## src/rtl/systolic_tile_scheduler_if.sv

```systemverilog
// Job, array-control and tile-buffer signals of the systolic tile scheduler.
// The scheduler uses the slave modport; the host/array side uses master.
interface systolic_tile_scheduler_if #(
  parameter int SIZE = 4,
  parameter int DIMW = 8
);
  localparam int TW = $clog2(SIZE) + 1;

  logic            cfg_valid;
  logic            cfg_ready;
  logic [DIMW-1:0] cfg_m;
  logic [DIMW-1:0] cfg_k;
  logic [DIMW-1:0] cfg_n;
  logic            arr_start;
  logic            arr_done;
  logic [TW-1:0]   depth_A;
  logic [TW-1:0]   width_A;
  logic [TW-1:0]   depth_B;
  logic [TW-1:0]   width_B;
  logic [DIMW-1:0] tile_row;
  logic [DIMW-1:0] tile_col;
  logic [DIMW-1:0] tile_k;
  logic            acc_first;
  logic            tile_valid;
  logic            job_done;
  logic            busy;
  logic            err;

  modport slave (
    input  cfg_valid, cfg_m, cfg_k, cfg_n, arr_done,
    output cfg_ready, arr_start, depth_A, width_A, depth_B, width_B,
           tile_row, tile_col, tile_k, acc_first, tile_valid, job_done, busy, err
  );

  modport master (
    output cfg_valid, cfg_m, cfg_k, cfg_n, arr_done,
    input  cfg_ready, arr_start, depth_A, width_A, depth_B, width_B,
           tile_row, tile_col, tile_k, acc_first, tile_valid, job_done, busy, err
  );
endinterface

```

## src/rtl/systolic_tile_scheduler.sv

```systemverilog
// Walks an MxK * KxN product as SIZE-square output tiles and SIZE-wide K chunks.
// Define SCHED_TIMEOUT_EN to abort a job whose array done does not arrive in TIMEOUT cycles.
module systolic_tile_scheduler #(
  parameter int SIZE    = 4,
  parameter int DIMW    = 8,
  parameter int TIMEOUT = 64
) (
  input  logic                     clk,
  input  logic                     reset,
  systolic_tile_scheduler_if.slave bus
);
  localparam int            TW     = $clog2(SIZE) + 1;
  localparam logic [DIMW:0] SIZE_X = (DIMW + 1)'(SIZE);

  typedef enum logic [2:0] {IDLE, ISSUE, WAIT, STORE, NEXT, DONE} state_t;

  state_t          state_reg;
  logic            cfg_ready_reg;
  logic            arr_start_reg;
  logic            acc_first_reg;
  logic            tile_valid_reg;
  logic            job_done_reg;
  logic            busy_reg;
  logic            err_reg;
  // Index 0: M / tile_row, 1: K / tile_k, 2: N / tile_col
  logic [DIMW-1:0] dim_reg [3];
  logic [DIMW-1:0] off_reg [3];
  logic [DIMW:0]   sum [3];
  logic [TW-1:0]   len [3];
  logic [2:0]      wrap;
  logic            dim_zero;

`ifdef SCHED_TIMEOUT_EN
  localparam int CW = $clog2(TIMEOUT + 1);
  logic [CW-1:0] wait_cnt_reg;
`endif

  generate
    for (genvar gi = 0; gi < 3; gi++) begin : g_dim
      logic [DIMW:0] rem;
      assign rem      = {1'b0, dim_reg[gi]} - {1'b0, off_reg[gi]};
      assign len[gi]  = (rem >= SIZE_X) ? TW'(SIZE) : rem[TW-1:0];
      assign sum[gi]  = {1'b0, off_reg[gi]} + SIZE_X;
      assign wrap[gi] = (sum[gi] >= {1'b0, dim_reg[gi]});
    end
  endgenerate

  assign dim_zero = (bus.cfg_m == '0) || (bus.cfg_k == '0) || (bus.cfg_n == '0);

  always_ff @(posedge clk or negedge reset) begin
    if (!reset) begin
      state_reg      <= IDLE;
      cfg_ready_reg  <= 1'b1;
      arr_start_reg  <= 1'b0;
      acc_first_reg  <= 1'b0;
      tile_valid_reg <= 1'b0;
      job_done_reg   <= 1'b0;
      busy_reg       <= 1'b0;
      err_reg        <= 1'b0;
      for (int i = 0; i < 3; i++) begin
        dim_reg[i] <= '0;
        off_reg[i] <= '0;
      end
`ifdef SCHED_TIMEOUT_EN
      wait_cnt_reg <= '0;
`endif
    end else begin
      arr_start_reg  <= 1'b0;
      tile_valid_reg <= 1'b0;
      job_done_reg   <= 1'b0;
      err_reg        <= 1'b0;
      case (state_reg)
        IDLE: begin
          if (bus.cfg_valid && cfg_ready_reg) begin
            dim_reg[0]    <= bus.cfg_m;
            dim_reg[1]    <= bus.cfg_k;
            dim_reg[2]    <= bus.cfg_n;
            for (int i = 0; i < 3; i++) off_reg[i] <= '0;
            cfg_ready_reg <= 1'b0;
            busy_reg      <= 1'b1;
            if (dim_zero) begin
              err_reg       <= 1'b1;
              job_done_reg  <= 1'b1;
              acc_first_reg <= 1'b0;
              state_reg     <= DONE;
            end else begin
              arr_start_reg <= 1'b1;
              acc_first_reg <= 1'b1;
              state_reg     <= ISSUE;
            end
          end
        end
        ISSUE: begin
`ifdef SCHED_TIMEOUT_EN
          wait_cnt_reg <= '0;
`endif
          state_reg <= WAIT;
        end
        WAIT: begin
          if (bus.arr_done) begin
            tile_valid_reg <= wrap[1];
            state_reg      <= STORE;
          end
`ifdef SCHED_TIMEOUT_EN
          else if (wait_cnt_reg == CW'(TIMEOUT - 1)) begin
            err_reg      <= 1'b1;
            job_done_reg <= 1'b1;
            state_reg    <= DONE;
          end else begin
            wait_cnt_reg <= wait_cnt_reg + CW'(1);
          end
`endif
        end
        STORE: state_reg <= NEXT;
        NEXT: begin
          // k is innermost, then col, then row
          if (!wrap[1]) begin
            off_reg[1]    <= sum[1][DIMW-1:0];
            acc_first_reg <= 1'b0;
            arr_start_reg <= 1'b1;
            state_reg     <= ISSUE;
          end else if (!wrap[2]) begin
            off_reg[1]    <= '0;
            off_reg[2]    <= sum[2][DIMW-1:0];
            acc_first_reg <= 1'b1;
            arr_start_reg <= 1'b1;
            state_reg     <= ISSUE;
          end else if (!wrap[0]) begin
            off_reg[1]    <= '0;
            off_reg[2]    <= '0;
            off_reg[0]    <= sum[0][DIMW-1:0];
            acc_first_reg <= 1'b1;
            arr_start_reg <= 1'b1;
            state_reg     <= ISSUE;
          end else begin
            for (int i = 0; i < 3; i++) off_reg[i] <= '0;
            job_done_reg <= 1'b1;
            state_reg    <= DONE;
          end
        end
        DONE: begin
          cfg_ready_reg <= 1'b1;
          busy_reg      <= 1'b0;
          acc_first_reg <= 1'b0;
          state_reg     <= IDLE;
        end
        default: state_reg <= IDLE;
      endcase
    end
  end

  assign bus.cfg_ready  = cfg_ready_reg;
  assign bus.arr_start  = arr_start_reg;
  assign bus.depth_A    = len[0];
  assign bus.width_A    = len[1];
  assign bus.depth_B    = len[1];
  assign bus.width_B    = len[2];
  assign bus.tile_row   = off_reg[0];
  assign bus.tile_k     = off_reg[1];
  assign bus.tile_col   = off_reg[2];
  assign bus.acc_first  = acc_first_reg;
  assign bus.tile_valid = tile_valid_reg;
  assign bus.job_done   = job_done_reg;
  assign bus.busy       = busy_reg;
  assign bus.err        = err_reg;
endmodule

```

## src/flat_wrapper.sv

```systemverilog
// flat-port wrapper written by rule: the top's interface ports become plain ports
module systolic_tile_scheduler_flat 
#(
  parameter int SIZE    = 4,
  parameter int DIMW    = 8,
  parameter int TIMEOUT = 64
)
  (clk, reset, bus_cfg_valid, bus_cfg_m, bus_cfg_k, bus_cfg_n, bus_arr_done, bus_cfg_ready, bus_arr_start, bus_depth_A, bus_width_A, bus_depth_B, bus_width_B, bus_tile_row, bus_tile_col, bus_tile_k, bus_acc_first, bus_tile_valid, bus_job_done, bus_busy, bus_err);
  systolic_tile_scheduler_if #(.SIZE(SIZE), .DIMW(DIMW)) bus_i ();
  input  logic clk;
  input  logic reset;
  input wire logic [$bits(bus_i.cfg_valid)-1:0] bus_cfg_valid;
  input wire logic [$bits(bus_i.cfg_m)-1:0] bus_cfg_m;
  input wire logic [$bits(bus_i.cfg_k)-1:0] bus_cfg_k;
  input wire logic [$bits(bus_i.cfg_n)-1:0] bus_cfg_n;
  input wire logic [$bits(bus_i.arr_done)-1:0] bus_arr_done;
  output wire logic [$bits(bus_i.cfg_ready)-1:0] bus_cfg_ready;
  output wire logic [$bits(bus_i.arr_start)-1:0] bus_arr_start;
  output wire logic [$bits(bus_i.depth_A)-1:0] bus_depth_A;
  output wire logic [$bits(bus_i.width_A)-1:0] bus_width_A;
  output wire logic [$bits(bus_i.depth_B)-1:0] bus_depth_B;
  output wire logic [$bits(bus_i.width_B)-1:0] bus_width_B;
  output wire logic [$bits(bus_i.tile_row)-1:0] bus_tile_row;
  output wire logic [$bits(bus_i.tile_col)-1:0] bus_tile_col;
  output wire logic [$bits(bus_i.tile_k)-1:0] bus_tile_k;
  output wire logic [$bits(bus_i.acc_first)-1:0] bus_acc_first;
  output wire logic [$bits(bus_i.tile_valid)-1:0] bus_tile_valid;
  output wire logic [$bits(bus_i.job_done)-1:0] bus_job_done;
  output wire logic [$bits(bus_i.busy)-1:0] bus_busy;
  output wire logic [$bits(bus_i.err)-1:0] bus_err;
  assign bus_i.cfg_valid = bus_cfg_valid;
  assign bus_i.cfg_m = bus_cfg_m;
  assign bus_i.cfg_k = bus_cfg_k;
  assign bus_i.cfg_n = bus_cfg_n;
  assign bus_i.arr_done = bus_arr_done;
  assign bus_cfg_ready = bus_i.cfg_ready;
  assign bus_arr_start = bus_i.arr_start;
  assign bus_depth_A = bus_i.depth_A;
  assign bus_width_A = bus_i.width_A;
  assign bus_depth_B = bus_i.depth_B;
  assign bus_width_B = bus_i.width_B;
  assign bus_tile_row = bus_i.tile_row;
  assign bus_tile_col = bus_i.tile_col;
  assign bus_tile_k = bus_i.tile_k;
  assign bus_acc_first = bus_i.acc_first;
  assign bus_tile_valid = bus_i.tile_valid;
  assign bus_job_done = bus_i.job_done;
  assign bus_busy = bus_i.busy;
  assign bus_err = bus_i.err;
  systolic_tile_scheduler #(.SIZE(SIZE), .DIMW(DIMW), .TIMEOUT(TIMEOUT)) u_core (.clk(clk), .reset(reset), .bus(bus_i));
endmodule
```

## config.mk

```make
export PLATFORM = sky130hd
export DESIGN_NAME = systolic_tile_scheduler_flat
export DESIGN_NICKNAME = d
export VERILOG_FILES = /design/src/rtl/systolic_tile_scheduler_if.sv /design/src/rtl/systolic_tile_scheduler.sv /design/src/flat_wrapper.sv
export SDC_FILE = /design/constraint.sdc
export NUM_CORES = 1
export LEC_CHECK = 0
export CAP_MARGIN = 20
export CORE_ASPECT_RATIO = 1.1
export CORE_MARGIN = 1.5
export CORE_UTILIZATION = 53
export DETAILED_ROUTE_END_ITERATION = 10
export PLACE_DENSITY = 0.86
export SETUP_SLACK_MARGIN = 0.5
export SLEW_MARGIN = 25
export SYNTH_ARGS = -nofsm -noshare
export SYNTH_HDL_FRONTEND = slang
export SYNTH_SLANG_ARGS = --single-unit
```

## constraint.sdc

```tcl
create_clock -name clk -period 3.06 [get_ports clk]
set_clock_uncertainty 0.1 [all_clocks]
set_input_delay 0.612 -clock clk [delete_from_list [all_inputs] [get_ports clk]]
set_output_delay 0.612 -clock clk [all_outputs]
set_load 0.02 [all_outputs]
```

==> flow_metrics.py, run 1 <==
metrics = {
    "run_status": {
        "status": "finished with violations",
        "violations": "negative setup slack",
    },
    "timing": {
        "slew_headroom": 0.661,
        "report.final.slew_viol_count": 0,
        "fin_hold_ws_ps": 156,
        "setup_ws_ps": -160,
        "rsz0062_at_grt": "true",
        "timing.fmax_mhz": 311,
        "worst_pin_slew_ps": 501,
        "finalHoldViolCount": 0,
        "fin_crit_sh": 1.05,
        "tns_ps": -1130,
        "post-route-min-period_ps": 3220,
        "finalSetupViolCount": 9,
    },
    "synth": {
        "yosysSeqAreaShare": 0.349,
        "syn-cell-area_mm2": 0.00374,
        "synth-edff-count": 0,
        "yosys_warnings": 0,
        "synthArstFlopShare": 1.00,
        "syn_avg_cell_area_um2": 8.55,
        "ys_ff_latch": 52,
        "syn_inst": 437,
        "yosysUniqueCellTypes": 52,
        "synth_ff_type": "dfrtp_1",
    },
    "pwr": {
        "leakagePower_uw": 0.00257,
        "p_per_area_mw_per_mm2": 1060,
        "ir_worst_vdd_mv": 0.829,
    },
    "cells_and_area": {
        "fillers": 348,
        "final_common_cell": "clkdlybuf4s50_1",
        "largest_register_ffs": 24,
        "nets": 629,
        "drive_gt1_frac": 0.316,
        "diodes": 0,
        "area_growth_pct": 51.5,
        "final_cell_mix": "51 x clkdlybuf4s50_1, 50 x nand2_1, 50 x buf_4, 48 x inv_1, 46 x dfrtp_1",
    },
    "setup_path": {
        "cp_slowest_cell": "dfrtp_2",
        "critPathKind": "register to primary output",
        "crit_arrival_ps": 2510,
        "end_kind": "primary output",
        "start_kind": "register",
        "worst-path-buf-inv": 5,
        "cp_top_family": "buffers and inverters",
        "path_cells": "inv_4 > ha_4 > buf_4 > o21ai_2 > a32oi_1 > or3_1 > a211oi_2 > buf_4 > inv_4 > buf_6",
        "crit_required_ps": 2350,
        "critPathMaxStageDelay_ps": 450,
        "worstPathMaxFanout": 4,
    },
    "floorplan": {
        "rows": 31,
        "io_pins": 71,
        "initial_utilization": 0.557,
        "die_w_um": 83.1,
        "fp.dieArea_mm2": 0.00756,
        "fp.coreArea_mm2": 0.00671,
        "die_h_um": 91.1,
    },
    "global_routing": {
        "grt_pass1_vias": 3764,
        "grtUsageTotal": 0.288,
        "antenna_found_initial": 0,
        "grt.overflow.total": 0,
        "grt_max_degree": 53,
        "grt_pass1_wl_um": 17800,
    },
    "hold_path": {
        "hold_class": "primary input to async pin",
    },
    "route": {
        "drt-initial-drc-count": 320,
        "firstDrtPassIters": 5,
        "drt_wl_total_um": 13400,
        "vias": 4027,
        "drc_errors": 0,
        "viasPerCell": 6.30,
        "ant_nets": 0,
        "avgRoutedWirePerCell_um": 20.9,
    },
    "flow_run": {
        "cap_violations": 0,
    },
    "clocking": {
        "clkLatencyLatePin_ps": 320,
        "cts.sinks": 52,
        "clockBufferDepth": 2,
        "cts_tree": "done",
        "root_buffer": "clkbuf_8",
        "cts-htree-levels": 2,
        "cts_buffers": 5,
        "clkTransAtPathRegs_ps": 100,
    },
    "place": {
        "numPortBuffers": 64,
        "place_congestion": 0.893,
        "dp_hpwl_um": 7140,
        "pre_cts_ws_ps": -131,
    },
}
-- final cells by class --
| cell class | instances | area [um2] | area share |
|---|---|---|---|
| Multi-Input combinational cell | 318 | 2800 | 0.495 |
| Clock inverter | 3 | 23.8 | 0.00420 |
| Tap cell | 82 | 103 | 0.0181 |
| Inverter | 57 | 224 | 0.0396 |
| Sequential cell | 52 | 1310 | 0.231 |
| Timing Repair Buffer | 122 | 1130 | 0.200 |
| Clock buffer | 5 | 68.8 | 0.0122 |
-- per-stage QoR --
step                      utilization  total power (uW)  area (um2)  std cells
after CTS                       0.773              4980        5180        631
after global routing            0.844              6250        5660        639
final                           0.844              5980        5660        639
after global placement          0.706              4020        4740        608
after detailed placement        0.706              4140        4740        608
after floorplan                     -              3100        3860        447
-- power by group --
| part | total (uW) | internal, uW | switching (uW) | leakage [uW] |
|---|---|---|---|---|
| Clock | 415 | 163 | 252 | 0.0000404 |
| Sequential | 1170 | 932 | 242 | 0.000557 |
| Combinational | 4390 | 2020 | 2370 | 0.00197 |
-- synth_stat cells, types with 6 or more instances --
library cell / count / area share
o31ai_1: 6 / 0.012
inv_1: 57 / 0.057
nand2_1: 53 / 0.053
clkbuf_1: 7 / 0.0070
nor2_1: 11 / 0.011
nor3_1: 14 / 0.019
nand3_1: 27 / 0.036
a21oi_1: 20 / 0.027
nand2b_1: 6 / 0.010
buf_4: 9 / 0.018
nor4_1: 6 / 0.010
o21bai_1: 6 / 0.012
o21ai_0: 34 / 0.046
ha_1: 45 / 0.15
dfrtp_1: 51 / 0.34
xnor2_1: 17 / 0.040
-- repair_timing --
item                                   in CTS  in global routing
resized for setup                         120                 76
pin swaps                                  28                 31
cloned                                      0                  0
endpoints found under the hold margin       0                  0
hold buffers                                0                  0
setup buffers                              15                  8
setup endpoints to repair                  30                 33
-- logic make-up after synthesis --
family / Yosys count / share of synthesized area
compound gates: 97 / 0.166
xor+xnor: 21 / 0.0492
fa+ha+maj: 45 / 0.151
buf+inv: 77 / 0.0911
flops: 52 / 0.349
mux: 2 / 0.00536
other cells: 2 / 0.00201
simple gates: 141 / 0.187
-- metal layers --
| metal | global-route usage | share of wire | vias to the layer above |
|---|---|---|---|
| met1 | 0.335 | 0.36 | 1901 |
| li1 | - | - | 1732 |
| met3 | 0.0418 | 0.073 | 104 |
| met4 | 0.113 | 0.071 | 0 |
| met5 | 0 | 0 | - |
| met2 | 0.529 | 0.50 | 290 |
-- worst reg2reg max path: stages (launching register included) --
cell and delay [ps]:
dfrtp_2 450, buf_4 180, ha_1 350, ha_1 330
a21oi_1 190, a21boi_0 120, o2111a_1 310, or3_4 460
nor3_1 200, o22a_1 220
-- worst paths after layout --
kind / from / endpoint / slack, ps / depth (start not counted)
setup / recovery: u_core.bus.tile_k[2]$_DFFE_PN0P_ / bus_width_A[2] / -160 / 10
hold / removal: reset / u_core.bus.tile_row[7]$_DFFE_PN0P_ / 160 / 2
setup reg to reg: u_core.bus.tile_row[2]$_DFFE_PN0P_ / u_core.bus.tile_row[4]$_DFFE_PN0P_ / 70 / 9
hold reg to reg: u_core.dim_reg[16]$_DFFE_PN0P_ / u_core.dim_reg[16]$_DFFE_PN0P_ / 450 / 2
max in group asynchronous: reset / u_core.bus.tile_k[3]$_DFFE_PN0P_ / 2430 / 2
min in group clk: u_core.dim_reg[16]$_DFFE_PN0P_ / u_core.dim_reg[16]$_DFFE_PN0P_ / 450 / 2
No activity file was read; power rests on OpenSTA's default activity.
==> run 2: changes to the inputs <==
--- a/config.mk
+++ b/config.mk
@@ -7,7 +7,7 @@
 export LEC_CHECK = 0
 export CAP_MARGIN = 20
 export CORE_ASPECT_RATIO = 1.1
-export CORE_MARGIN = 1.5
+export CORE_MARGIN = 5
 export CORE_UTILIZATION = 53
 export DETAILED_ROUTE_END_ITERATION = 10
 export PLACE_DENSITY = 0.86
==> run 2 against run 1 <==
Effect of this change:
- the flow still finishes with violations (negative setup slack)
- flip-flop and latch count did not move
- core utilization fell by 0.74 points
- maximum frequency fell by 2.7%
- sequential power barely moved
- combinational power rose by 6.2%
- via count rose by 2.3%
- first-iteration DRC count rose by 53%
- hold slack improved by 48 ps
- register-to-register slack got worse by 40 ps
- count of clock-buffer cells in the layout did not move
- clock power rose by 21%
- global-route usage fell by 3.8 points
- largest cell class unchanged
==> flow_metrics.py, run 2 (same netlist as run 1, synthesis figures left out) <==
metrics = {
    "run_status": {
        "status": "finished with violations",
        "violations": "negative setup slack",
    },
    "pwr": {
        "p_per_area_mw_per_mm2": 1090,
        "leakagePower_uw": 0.00264,
        "power.total_uw": 6340,
        "ir_worst_vdd_mv": 0.852,
    },
    "setup_path": {
        "critPathLaunch": "u_core.bus.tile_k[2]$_DFFE_PN0P_",
        "rr_startpoint": "u_core.bus.tile_k[2]$_DFFE_PN0P_",
        "critPathKind": "register to primary output",
        "cp_top_family": "compound AO/OA/AOI/OAI gates",
        "start_kind": "register",
        "path_cells": "inv_2 > ha_2 > o21bai_1 > a21oi_2 > o21bai_1 > a2111o_1 > a211oi_2 > buf_4 > inv_2 > buf_4",
        "end_kind": "primary output",
        "reg2reg_slack_ps": 30,
        "critPathMaxStageDelay_ps": 410,
        "crit_arrival_ps": 2600,
        "rr_worst_depth": 13,
        "crit_required_ps": 2350,
        "cp_slowest_cell": "a2111o_1",
        "reg2reg_to": "u_core.bus.tile_row[4]$_DFFE_PN0P_",
        "worstPathMaxFanout": 4,
        "worst-path-buf-inv": 4,
    },
    "timing": {
        "worst_pin_slew_ps": 667,
        "report.final.slew_viol_count": 0,
        "finalSetupViolCount": 9,
        "slew_headroom": 0.555,
        "rsz0062_at_grt": "true",
        "tns_ps": -1530,
        "fin_crit_sh": 1.08,
        "finalHoldViolCount": 0,
        "setup_ws_ps": -251,
        "timing.fmax_mhz": 302,
        "post-route-min-period_ps": 3310,
    },
    "clocking": {
        "clkTransAtPathRegs_ps": 100,
        "cts-htree-levels": 2,
        "root_buffer": "clkbuf_8",
        "cts.sinks": 52,
        "cts_buffers": 5,
        "cts_tree": "done",
        "clockBufferDepth": 2,
        "clkLatencyLatePin_ps": 330,
    },
    "floorplan": {
        "fp.coreArea_mm2": 0.00693,
        "die_h_um": 98.1,
        "io_pins": 71,
        "initial_utilization": 0.539,
        "die_w_um": 90.1,
        "fp.dieArea_mm2": 0.00883,
        "rows": 32,
    },
    "global_routing": {
        "grtUsageTotal": 0.250,
        "antenna_found_initial": 0,
        "grt.overflow.total": 0,
        "grt_pass1_wl_um": 18200,
        "grt_pass1_vias": 3845,
        "grt_max_degree": 28,
    },
    "route": {
        "drc_errors": 0,
        "vias": 4119,
        "firstDrtPassIters": 6,
        "avgRoutedWirePerCell_um": 22.6,
        "drt-initial-drc-count": 490,
        "viasPerCell": 6.32,
        "drt_wl_total_um": 14700,
        "ant_nets": 0,
    },
    "cells_and_area": {
        "final_cell_mix": "59 x buf_4, 51 x clkdlybuf4s50_1, 48 x inv_1, 45 x nand2_1, 45 x dfrtp_1",
        "area_growth_pct": 55.1,
        "largest_register_ffs": 24,
        "final_common_cell": "buf_4",
        "fillers": 361,
        "drive_gt1_frac": 0.351,
        "nets": 639,
        "diodes": 0,
    },
    "flow_run": {
        "cap_violations": 0,
    },
    "place": {
        "dp_hpwl_um": 7490,
        "pre_cts_ws_ps": -144,
        "numPortBuffers": 64,
        "place_congestion": 0.879,
    },
    "hold_path": {
        "hold_class": "primary input to async pin",
    },
}
run 2: cell count changes in the layout (fill, tap and decap cells not counted), sizes merged:
cell      previous run  this run
buf                 71        80
bufinv               0         1
clkbuf               5         6
clkinvlp             2         1
run 2: cell type report:
cell class	instances	area, um2	area share
Clock buffer	5	68.8	0.0119
Multi-Input combinational cell	318	2830	0.488
Clock inverter	3	42.5	0.00734
Inverter	57	216	0.0374
Sequential cell	52	1310	0.226
Tap cell	85	106	0.0184
Timing Repair Buffer	132	1220	0.211
run 2: power breakdown:
| part | internal, uW | switching, uW |
|---|---|---|
| Sequential | 933 | 243 |
| Combinational | 2180 | 2480 |
| Clock | 243 | 261 |
| Total | 3360 | 2980 |
run 2: what timing repair did:
item                                    CTS  global route
hold buffers                              0             0
gates cloned                              0             1
pin swaps                                40            23
endpoints found under the setup margin   30            31
buffers inserted                         14            15
resized for setup                       125            71
run 2: per-layer routing:
metal  vias to the layer above  share of wire  track usage
li1                       1746              -            -
met1                      1979           0.36        0.285
met2                       298           0.49        0.444
met3                        96          0.092       0.0539
met4                         0          0.060        0.115
met5                         -              0            0
run 2: how the worst max path moves through the flow:
| stage | end | slack [ps] | cells past startpoint |
|---|---|---|---|
| CTS | bus_depth_B[2] | -0.8 | 10 |
| global placement | bus_depth_B[1] | -80 | 9 |
| finish | bus_depth_B[2] | -250 | 10 |
| global route | bus_depth_B[2] | -320 | 10 |
| floorplan | bus_width_A[0] | 260 | 9 |
| detailed placement | bus_depth_B[0] | -140 | 9 |
run 2: stage by stage:
step           area (um2)   util  std cells  hold WS, ps
2_1_floorplan        3860      -        447          216
3_3_place_gp         4760  0.688        614          404
3_5_place_dp         4760  0.688        614          407
4_1_cts              5270  0.761        636          220
5_1_grt              5790  0.836        652          242
6_report             5790  0.836        652          204
